## src/rtl/dvs_ramp_sequencer.sv

```systemverilog
// ---------------------------------------------------------------------------
// dvs_ramp_sequencer
//
// Walks the 1.8 V buck regulator from its current DVS code to a requested
// target code, one code per write. After each write it waits for the
// regulator's dvs_done, ignoring the first two cycles after the strobe. It
// then holds for a settle interval before the next step. A regulator timeout,
// or an over/under-voltage flag high on two consecutive cycles, parks the
// sequencer in a sticky FAULT state. Only dropping en, or reset, leaves FAULT.
//
// Ports
//   clk        : single clock, rising edge
//   rst        : synchronous active-high reset
//   en         : regulator enable (level); low aborts to IDLE
//   req_valid  : target request valid
//   req_code   : requested target DVS code
//   req_ready  : request accept (IDLE and enabled), combinational
//   data       : DVS code driven to the regulator (registered)
//   wrb        : active-low write strobe to the regulator (registered)
//   dvs_done   : step-complete flag from the regulator
//   ov_dig     : over-voltage flag from the monitor
//   uv_dig     : under-voltage flag from the monitor
//   cur_code   : last code acknowledged by the regulator
//   busy       : high in every state except IDLE
//   done       : one-cycle pulse when the target is reached
//   fault      : high while in FAULT
// ---------------------------------------------------------------------------
module dvs_ramp_sequencer #(
   parameter logic [3:0] RESET_CODE   = 4'd0,
   parameter int         STEP_WAIT    = 4,
   parameter int         DONE_TIMEOUT = 16
) (
   input  logic       clk,
   input  logic       rst,
   input  logic       en,
   input  logic       req_valid,
   input  logic [3:0] req_code,
   output logic       req_ready,
   output logic [3:0] data,
   output logic       wrb,
   input  logic       dvs_done,
   input  logic       ov_dig,
   input  logic       uv_dig,
   output logic [3:0] cur_code,
   output logic       busy,
   output logic       done,
   output logic       fault
);

   // Cycles after the write strobe during which dvs_done is not trusted.
   localparam int BLANK_CYCLES = 2;

   // The WAIT_DONE counter runs through the blanking window plus the
   // timeout window, so it must reach BLANK_CYCLES + DONE_TIMEOUT - 1.
   localparam int WAIT_MAX = BLANK_CYCLES + DONE_TIMEOUT;
   localparam int CNT_MAX  = (WAIT_MAX > STEP_WAIT) ? WAIT_MAX : STEP_WAIT;
   localparam int CNT_W    = $clog2(CNT_MAX + 1);

   localparam logic [CNT_W-1:0] BLANK_END    = CNT_W'(BLANK_CYCLES);
   localparam logic [CNT_W-1:0] TIMEOUT_LAST = CNT_W'(WAIT_MAX - 1);
   localparam logic [CNT_W-1:0] SETTLE_LAST  = CNT_W'(STEP_WAIT - 1);
   localparam logic [CNT_W-1:0] CNT_ZERO     = {CNT_W{1'b0}};
   localparam logic [CNT_W-1:0] CNT_ONE      = CNT_W'(1);

   typedef enum logic [2:0] {
      ST_IDLE      = 3'd0,
      ST_WRITE     = 3'd1,
      ST_WAIT_DONE = 3'd2,
      ST_SETTLE    = 3'd3,
      ST_FAULT     = 3'd4
   } state_t;

   state_t           state_r;
   logic [3:0]       data_r;
   logic             wrb_r;
   logic [3:0]       cur_code_r;
   logic [3:0]       target_r;
   logic [3:0]       next_r;
   logic [CNT_W-1:0] cnt_r;
   logic             flt_prev_r;
   logic             done_r;

   logic             flag_s;
   logic             flt_trip_s;

   // One code toward the target. Saturates at both ends so a code never
   // wraps, even though a differing target already rules that out.
   function automatic logic [3:0] step_toward(input logic [3:0] cur,
                                              input logic [3:0] tgt);
      logic [3:0] res;
      res = cur;
      if ((tgt > cur) && (cur != 4'd15)) begin
         res = cur + 4'd1;
      end else if ((tgt < cur) && (cur != 4'd0)) begin
         res = cur - 4'd1;
      end else begin
         res = cur;
      end
      return res;
   endfunction

   // Either monitor flag counts; a trip needs the flag on two cycles in a row.
   assign flag_s     = ov_dig | uv_dig;
   assign flt_trip_s = flag_s & flt_prev_r;

   assign req_ready = (state_r == ST_IDLE) & en;
   assign data      = data_r;
   assign wrb       = wrb_r;
   assign cur_code  = cur_code_r;
   assign done      = done_r;
   assign busy      = (state_r != ST_IDLE);
   assign fault     = (state_r == ST_FAULT);

   // Sequencer state machine with all registered outputs.
   always_ff @(posedge clk) begin
      if (rst) begin
         state_r    <= ST_IDLE;
         data_r     <= RESET_CODE;
         wrb_r      <= 1'b1;
         cur_code_r <= RESET_CODE;
         target_r   <= RESET_CODE;
         next_r     <= RESET_CODE;
         cnt_r      <= CNT_ZERO;
         flt_prev_r <= 1'b0;
         done_r     <= 1'b0;
      end else begin
         done_r <= 1'b0;
         if (!en) begin
            // Abort: data and cur_code keep their values, no done pulse.
            state_r    <= ST_IDLE;
            wrb_r      <= 1'b1;
            cnt_r      <= CNT_ZERO;
            flt_prev_r <= 1'b0;
         end else begin
            case (state_r)
               ST_IDLE: begin
                  wrb_r      <= 1'b1;
                  flt_prev_r <= 1'b0;
                  if (req_valid) begin
                     target_r <= req_code;
                     if (req_code == cur_code_r) begin
                        done_r <= 1'b1;
                     end else begin
                        next_r  <= step_toward(cur_code_r, req_code);
                        data_r  <= step_toward(cur_code_r, req_code);
                        wrb_r   <= 1'b0;
                        state_r <= ST_WRITE;
                     end
                  end
               end

               ST_WRITE: begin
                  wrb_r      <= 1'b1;
                  cnt_r      <= CNT_ZERO;
                  flt_prev_r <= 1'b0;
                  state_r    <= ST_WAIT_DONE;
               end

               ST_WAIT_DONE: begin
                  flt_prev_r <= flag_s;
                  // A voltage fault outranks dvs_done in the same cycle.
                  if (flt_trip_s) begin
                     flt_prev_r <= 1'b0;
                     state_r    <= ST_FAULT;
                  end else if (cnt_r < BLANK_END) begin
                     cnt_r <= cnt_r + CNT_ONE;
                  end else if (dvs_done) begin
                     cur_code_r <= next_r;
                     cnt_r      <= CNT_ZERO;
                     flt_prev_r <= 1'b0;
                     state_r    <= ST_SETTLE;
                  end else if (cnt_r == TIMEOUT_LAST) begin
                     flt_prev_r <= 1'b0;
                     state_r    <= ST_FAULT;
                  end else begin
                     cnt_r <= cnt_r + CNT_ONE;
                  end
               end

               ST_SETTLE: begin
                  flt_prev_r <= flag_s;
                  if (flt_trip_s) begin
                     flt_prev_r <= 1'b0;
                     state_r    <= ST_FAULT;
                  end else if (cnt_r == SETTLE_LAST) begin
                     cnt_r      <= CNT_ZERO;
                     flt_prev_r <= 1'b0;
                     if (cur_code_r != target_r) begin
                        next_r  <= step_toward(cur_code_r, target_r);
                        data_r  <= step_toward(cur_code_r, target_r);
                        wrb_r   <= 1'b0;
                        state_r <= ST_WRITE;
                     end else begin
                        done_r  <= 1'b1;
                        state_r <= ST_IDLE;
                     end
                  end else begin
                     cnt_r <= cnt_r + CNT_ONE;
                  end
               end

               ST_FAULT: begin
                  // Sticky: only en low (handled above) or rst leaves here.
                  wrb_r      <= 1'b1;
                  flt_prev_r <= 1'b0;
               end

               default: begin
                  wrb_r      <= 1'b1;
                  cnt_r      <= CNT_ZERO;
                  flt_prev_r <= 1'b0;
                  state_r    <= ST_IDLE;
               end
            endcase
         end
      end
   end

endmodule
```

## config.mk

```make
export PLATFORM = sky130hd
export DESIGN_NAME = dvs_ramp_sequencer
export DESIGN_NICKNAME = d
export VERILOG_FILES = /design/src/rtl/dvs_ramp_sequencer.sv
export SDC_FILE = /design/constraint.sdc
export NUM_CORES = 1
export LEC_CHECK = 0
export ABC_AREA = 0
export CORE_MARGIN = 2
export CORE_UTILIZATION = 55
export DETAILED_ROUTE_END_ITERATION = 10
export HOLD_SLACK_MARGIN = 0.05
export PLACE_DENSITY = 0.88
export SKIP_LAST_GASP = 1
export SLEW_MARGIN = 40
export SYNTH_ARGS = -nofsm -noshare
export SYNTH_HDL_FRONTEND = slang
export SYNTH_SLANG_ARGS = --single-unit
export TNS_END_PERCENT = 10
```

## constraint.sdc

```tcl
create_clock -name clk -period 3.9 [get_ports clk]
set_input_delay 0.78 -clock clk [delete_from_list [all_inputs] [get_ports clk]]
set_output_delay 0.78 -clock clk [all_outputs]
set_load 0.005 [all_outputs]
```

Yosys cells after proc, flatten, opt, wreduce, memory -nomap -nowiden. Index checks and enable logic that the tools add are counted.

Flip-flop bits (word level): 23. Latch bits: 0. Memory bits (writable): 0. ROM bits: 0. Output and inout bits: 13. Logic and storage cells: 105. Memories kept: 0.

Add/subtract/negate cells: 3. Multipliers: 0. Div/mod/pow operators: 0. Magnitude comparators: 5. Equality and inequality tests: 19. Shifts and indexed selects: 0. Mux-type cells: 45. Bitwise operators: 9. Reductions and logical operators: 16.

Operator list (number): 2-to-1 mux 4 bit (9); 2-to-1 mux 5 bit (6); 2-to-1 mux 3 bit (8); 2-to-1 mux 1 bit (16); case mux 3 bit (5 select lines) (1); case mux 5 bit (3 select lines) (1); != test 2 bit (second input constant) (6); != test 4 bit (second input constant) (3); greater-than comparator 4 bit (2); less-than comparator 4 bit (2); case mux 4 bit (2 select lines) (1); AND reduction 4 bit (2); AND reduction 7 bit (1); == test 3 x 2 -> 1 bit (second input constant) (2); != test 3 bit (second input constant) (2); inverter 1 bit (6); AND reduction 6 bit (1); adder 5 x 1 -> 5 bit (second input constant) (1); == test 5 x 2 -> 1 bit (second input constant) (1); == test 5 bit (second input constant) (1); less-than comparator 5 x 2 -> 1 bit (second input constant) (1); AND reduction 5 bit (1); adder 4 x 1 -> 4 bit (second input constant) (1); == test 4 bit (1); 15 further kinds (21).

Logic depth before layout (Yosys ltp). Gate-level depths: netlist (run 1).

Depth after elaboration: 8. Mapped depth: 10.

Worst setup path before layout (run 1). OpenSTA, ideal clock, no wires.

Path kind: input port to flip-flop. Start: input req_code[2]. End: register next_r[2]. Data arrival time: 2258 ps. Setup slack: 1509 ps. Stages on the path: 8. Path buffers: 1. Path through: ha_1 > o21ai_0 > a21oi_1 > or2_2 > clkbuf_1 > and4_1 > o311ai_0 > nand3_1.

Cells in the longest elaborated chain, start to end: 7.

RTL lines: start, declared (RTL line 37) `input logic [3:0] req_code,`; less-than comparator 4 bit (RTL line 94) `end else if ((tgt < cur) && (cur != 4'd0)) begin`; logical AND 1 bit (RTL line 94); 2-to-1 mux 4 bit (RTL line 94); 2-to-1 mux 4 bit (RTL line 92) `if ((tgt > cur) && (cur != 4'd15)) begin`; 2-to-1 mux 4 bit (RTL line 141) `if (req_code == cur_code_r) begin`; 2-to-1 mux 4 bit (RTL line 139) `if (req_valid) begin`; case mux 4 bit (2 select lines) (RTL line 135) `case (state_r)`; end signal, assigned (RTL line 144) `next_r <= step_toward(cur_code_r, req_code);`; end signal, assigned (RTL line 189) `next_r <= step_toward(cur_code_r, target_r);`; end, declared (RTL line 78) `logic [3:0] next_r;`.

Parallel ways exist; a longest one is shown, timed or not. The select of a mux whose other input is x is not followed. A chain may end at the register's enable or synchronous reset.

Worst setup path in the final report (run 1).
Start: input en. End: output req_ready.

Cells in the longest elaborated chain, start to end: 1.

RTL lines: start, declared (RTL line 35) `input logic en,`; AND 1 bit (RTL line 106) `assign req_ready = (state_r == ST_IDLE) & en;`; end, declared (RTL line 38) `output logic req_ready,`.

Every way passes these cells.

==> qor.yml, run 1 <==
ir_drop_mv: 0.135
grt_overflow: 0
fill_cells: 268
tritoncts: "done"
slew_headroom_pct: 68.2
cts_buffers: 3
num_rows: 20
cts_resized: 0
cp.arrival_ns: 2.07
period_needed_ns: 2.85
root_buffer: "clkbuf_4"
status: "completed"
yosys_most_used_dff: "dfxtp_1"
finClkSkew_ns: 0.00461
finalCritPeriodShare_pct: 73.2
hold_buffers: 0
final_cell_mix: "29 x nor2_1, 23 x dfxtp_1, 23 x clkdlybuf4s50_1, 16 x nand2_1, 13 x a21oi_1"
ys_ff_latch: 23
place.gp.congestion: 0.926
crit_chain: "clkdlybuf4s50_1 -> and2_1 -> clkdlybuf4s50_1"
synth_fp_nets: 239
io_buffers: 23
synthDistinctLibCells: 52
rsz0062_at_grt: "false"
syn_area_per_cell_um2: 7.86
grt_max_degree: 14
tns_ns: 0
power.leakage_nw: 0.769
wirelength_um: 4040
grt_first_pass_wirelength_um: 6820
p_per_area_nw_per_um2: 238
cts_setup_buffers: 0
hold_path.class: "flip-flop to flip-flop"
nNetsFinal: 257
first_global_vias: 1564
cpPeakStageDelay_ns: 0.63
areaGrowthSynthToFinish_pct: 14.6
path_class: "primary input to output port"
synth_top_area_share_pct: 27.1
dr.pass1.iters: 4
die_area_um2: 3550
clkTransAtPathRegs_ns: 0.14
via_count: 1691
wl_per_cell_um: 15.2
drive_gt1_share_pct: 6.01
cp-start-kind: "primary input"
synth_warnings: 0
synthAdderAreaFrac_pct: 8.84
die_h_um: 59.6
hold_slack_ns: 0.497
num_antenna_cells: 0
synthMuxAreaShare_pct: 5.90
die_width_um: 59.6
crit_family: "buffers and inverters"
synth-simple-area-share_pct: 29.6
maxCapViolations: 0
drcViolationCount: 0
synth_xor_area_share_pct: 2.58
r2r_slack_ns: 1.56
core-area_um2: 3000
grt_usage_pct: 24.6
cts_sinks: 23
synth_top_family_by_area: "simple AND/OR/NAND/NOR gates"
clk_path_buf_depth: 2
cpMostUsedCell: "clkdlybuf4s50_1"
worst_pin_slew_ns: 0.475
ioPinCount: 24
final_antenna_net_count: 0
ys_async_sr_fraction_pct: 0
synthCells: 216
synth_edf_count: 0
synth_area_leaders: "dfxtp_1 27%, ha_1 8.8%, nor2_1 6.4%"
fmax_mhz: 350
clk_latency_ns: 0.32
final_common_cell: "nor2_1"
cp_max_fo: 8
ys_seq_area_share_pct: 27.1
start_util_pct: 56.5
cts_htree_levels: 1
syn_area_um2: 1700
finalMaxSlewViolations: 0
cp.buffers_inverters: 2
dr.first_iter.drc_count: 115
worstPathRequired_ns: 3.12
hold_viol: 0
post_drt_via_cell_ratio: 6.36
antenna_found_initial: 0
synth_area_leader_cell: "dfxtp_1"
synth_compound_area_share_pct: 20.6
dp_hpwl_um: 2990
crit_path_end_kind: "output port"
setup_viol: 0
critPathSlowestCell: "clkdlybuf4s50_1"
state kept, by name, indices dropped and copies added, names as in the netlist:
name / cells
cnt_r: 5
cur_code: 4
next_r: 4
target_r: 4
state_r: 3
done: 1
flt_prev_r: 1
wrb: 1
layer usage:
layer	wire length (um)	global-route usage [%]
met3	209	3.28
met2	1920	40.0
met4	89	11.1
met5	0	0
met1	1830	32.1
power breakdown:
| part | switching [mW] | internal (mW) |
|---|---|---|
| logic | 0.0521 | 0.0454 |
| clock network | 0.0791 | 0.0385 |
| registers | 0.00690 | 0.241 |
per-stage QoR:
| stage | worst slack [ns] | instance area [um^2] | instances | utilization, % | total power, mW |
|---|---|---|---|---|---|
| 2_1_floorplan | 1.51 | 1700 | 216 | - | 0.315 |
| 3_3_place_gp | 0.988 | 1920 | 262 | 63.9 | 0.347 |
| 3_5_place_dp | 0.990 | 1920 | 262 | 63.9 | 0.348 |
| 4_1_cts | 1.05 | 1950 | 266 | 64.8 | 0.464 |
| 5_1_grt | 1.01 | 1950 | 266 | 64.8 | 0.490 |
| 6_report | 1.05 | 1950 | 266 | 64.8 | 0.462 |
tightest hold or removal path: stages, from the launching register on:
cell and delay [ns]:
dfxtp_1 0.35, nand2_1 0.06, nand3_1 0.06
cell usage after synthesis (all sizes together), types with 3 or more instances:
library cell	n
a21oi	13
and2	3
and3	4
and4	4
buf	6
clkbuf	4
dfxtp	23
ha	12
inv	10
mux2i	10
nand2	16
nand2b	5
nand3	9
nand4	6
nor2	29
nor3	6
o211ai	3
o21ai	12
o311ai	3
o31ai	3
or3	3
xor2	3
layout make-up:
cell class / instances / area (um^2) / share of cell area, %
Inverter: 10 / 40.0 / 2.06
Sequential cell: 23 / 460 / 23.7
Clock buffer: 3 / 22.5 / 1.16
Multi-Input combinational cell: 173 / 1150 / 58.9
Timing Repair Buffer: 23 / 230 / 11.8
Tap cell: 33 / 41.3 / 2.12
Clock inverter: 1 / 5.00 / 0.257
path summary, 6_finish.rpt:
kind                            startpoint                      to  depth (start not counted)
setup / recovery                        en               req_ready                          3
hold reg to reg     next_r[2]$_SDFFE_PP0P_  next_r[2]$_SDFFE_PP0P_                          2
setup reg to reg  cur_code[1]$_SDFFE_PP0P_  next_r[2]$_SDFFE_PP0P_                          8
hold / removal      next_r[2]$_SDFFE_PP0P_  next_r[2]$_SDFFE_PP0P_                          2
cells by family after synthesis:
logic type	count (synthesis)
AOI/OAI and AO/OA	51
xor gates and xnor gates	5
adders and majority gates	12
buffers and inverters	20
DFF	23
muxes	10
and+or+nand+nor	95
(Power assumes the default switching activity.)
==> run 2: changes to the inputs <==
- CORE_UTILIZATION: 55 -> 54
- PLACE_DENSITY: 0.88 -> 0.87
- clock period: 3.9 -> 3 ns (I/O delays scaled with it)
==> qor.yml, run 2 (synthesis gave the netlist of run 1 again) <==
status: "completed"
tritoncts: "done"
clk_path_buf_depth: 2
largest_reg_flops: 5
crit_path_end_kind: "output port"
post_drt_via_cell_ratio: 5.98
crit_end: "req_ready"
wirelength_um: 3960
power_mw: 0.596
rsz0062_at_grt: "false"
dp.cells: 273
tns_ns: 0
r2r_end: "next_r[0]$_SDFFE_PP0P_"
hold_path.class: "flip-flop to flip-flop"
dr.pass1.iters: 5
die_width_um: 60.1
cts_sinks: 23
r2r_slack_ns: 0.69
grt_max_degree: 14
hold_buffers: 0
p_per_area_nw_per_um2: 304
nNetsFinal: 257
clk_latency_ns: 0.32
path_class: "primary input to output port"
period_needed_ns: 2.49
setup_viol: 0
num_rows: 20
worst_pin_slew_ns: 0.494
root_buffer: "clkbuf_4"
slew_headroom_pct: 67.0
fill_cells: 259
hold_viol: 0
cts_buffers: 3
ioPinCount: 24
r2r_cells: 8
r2r_start: "cur_code[3]$_SDFFE_PP0P_"
areaGrowthSynthToFinish_pct: 15.4
cts_htree_levels: 1
cp-start-kind: "primary input"
drive_gt1_share_pct: 6.01
finalMaxSlewViolations: 0
power.leakage_nw: 0.769
maxCapViolations: 0
ir_drop_mv: 0.235
start_util_pct: 56.1
io_buffers: 23
final_common_cell: "nor2_1"
final_antenna_net_count: 0
cts_resized: 0
antenna_found_initial: 0
fmax_mhz: 401
clkTransAtPathRegs_ns: 0.13
instances_no_fill: 277
die_h_um: 60.1
grt_overflow: 0
core-area_um2: 3030
cp_max_fo: 8
via_count: 1656
cts_setup_buffers: 0
worstPathRequired_ns: 2.40
wl_per_cell_um: 14.3
finalCritPeriodShare_pct: 83.1
startpoint: "en"
grt_usage_pct: 24.5
dr.first_iter.drc_count: 98
num_antenna_cells: 0
final_cell_mix: "29 x nor2_1, 23 x dfxtp_1, 23 x clkdlybuf4s50_1, 16 x nand2_1, 13 x a21oi_1"
cp.arrival_ns: 1.89
finClkSkew_ns: 0.00428
place.gp.congestion: 1.04
grt_first_pass_wirelength_um: 6640
regMostFlops: "cnt_r"
die_area_um2: 3610
dp_hpwl_um: 2910
first_global_vias: 1516
drcViolationCount: 0
==> run 2: cell counts in the layout (fill, tap and decap cells not counted) <==
No cell type changed its count.
==> run 2: layout make-up <==
cell class                      count  area (um^2)  share of cell area [%]
Tap cell                           44         55.1                    2.81
Inverter                           10         40.0                    2.04
Clock buffer                        3         22.5                    1.15
Sequential cell                    23          460                    23.5
Multi-Input combinational cell    173         1150                    58.5
Clock inverter                      1         5.00                   0.255
Timing Repair Buffer               23          230                    11.7
==> run 2: routing by layer <==
layer,vias to the layer above,part of all wire [%],track usage (%)
met5,-,0,0
met4,0,1.1,8.25
met3,6,7.3,5.19
met2,68,48,40.5
met1,758,44,31.3
li1,824,-,-
==> run 2: worst min path at each step <==
stage / start / cells after the start / slack [ns] / end
4_1_cts: next_r[2]$_SDFFE_PP0P_ / 2 / 0.50 / next_r[2]$_SDFFE_PP0P_
6_report: next_r[2]$_SDFFE_PP0P_ / 2 / 0.50 / next_r[2]$_SDFFE_PP0P_
3_3_place_gp: target_r[0]$_SDFFE_PP0P_ / 2 / 0.47 / target_r[0]$_SDFFE_PP0P_
5_1_grt: next_r[2]$_SDFFE_PP0P_ / 2 / 0.53 / next_r[2]$_SDFFE_PP0P_
2_1_floorplan: target_r[0]$_SDFFE_PP0P_ / 2 / 0.45 / target_r[0]$_SDFFE_PP0P_
3_5_place_dp: next_r[2]$_SDFFE_PP0P_ / 2 / 0.49 / next_r[2]$_SDFFE_PP0P_
==> run 2: stage by stage <==
step           cell area (um^2)  util [%]  setup slack [ns]  hold WS (ns)
6_report                   1960      64.7             0.507         0.501
3_5_place_dp               1930      63.8             0.327         0.486
3_3_place_gp               1930      63.8             0.341         0.470
5_1_grt                    1960      64.7             0.472         0.535
2_1_floorplan              1700         -             0.789         0.454
4_1_cts                    1960      64.7             0.511         0.503
==> run 2: where the power goes <==
part	internal (mW)	total [mW]	switching, mW	leakage (nW)
Combinational	0.0588	0.126	0.0671	0.565
Clock	0.0499	0.149	0.0988	0.0177
Sequential	0.313	0.322	0.00898	0.186
==> run 2: critical path, cell delays in order <==
cell,delay (ns)
clkdlybuf4s50_1,0.63
and2_1,0.17
clkdlybuf4s50_1,0.50
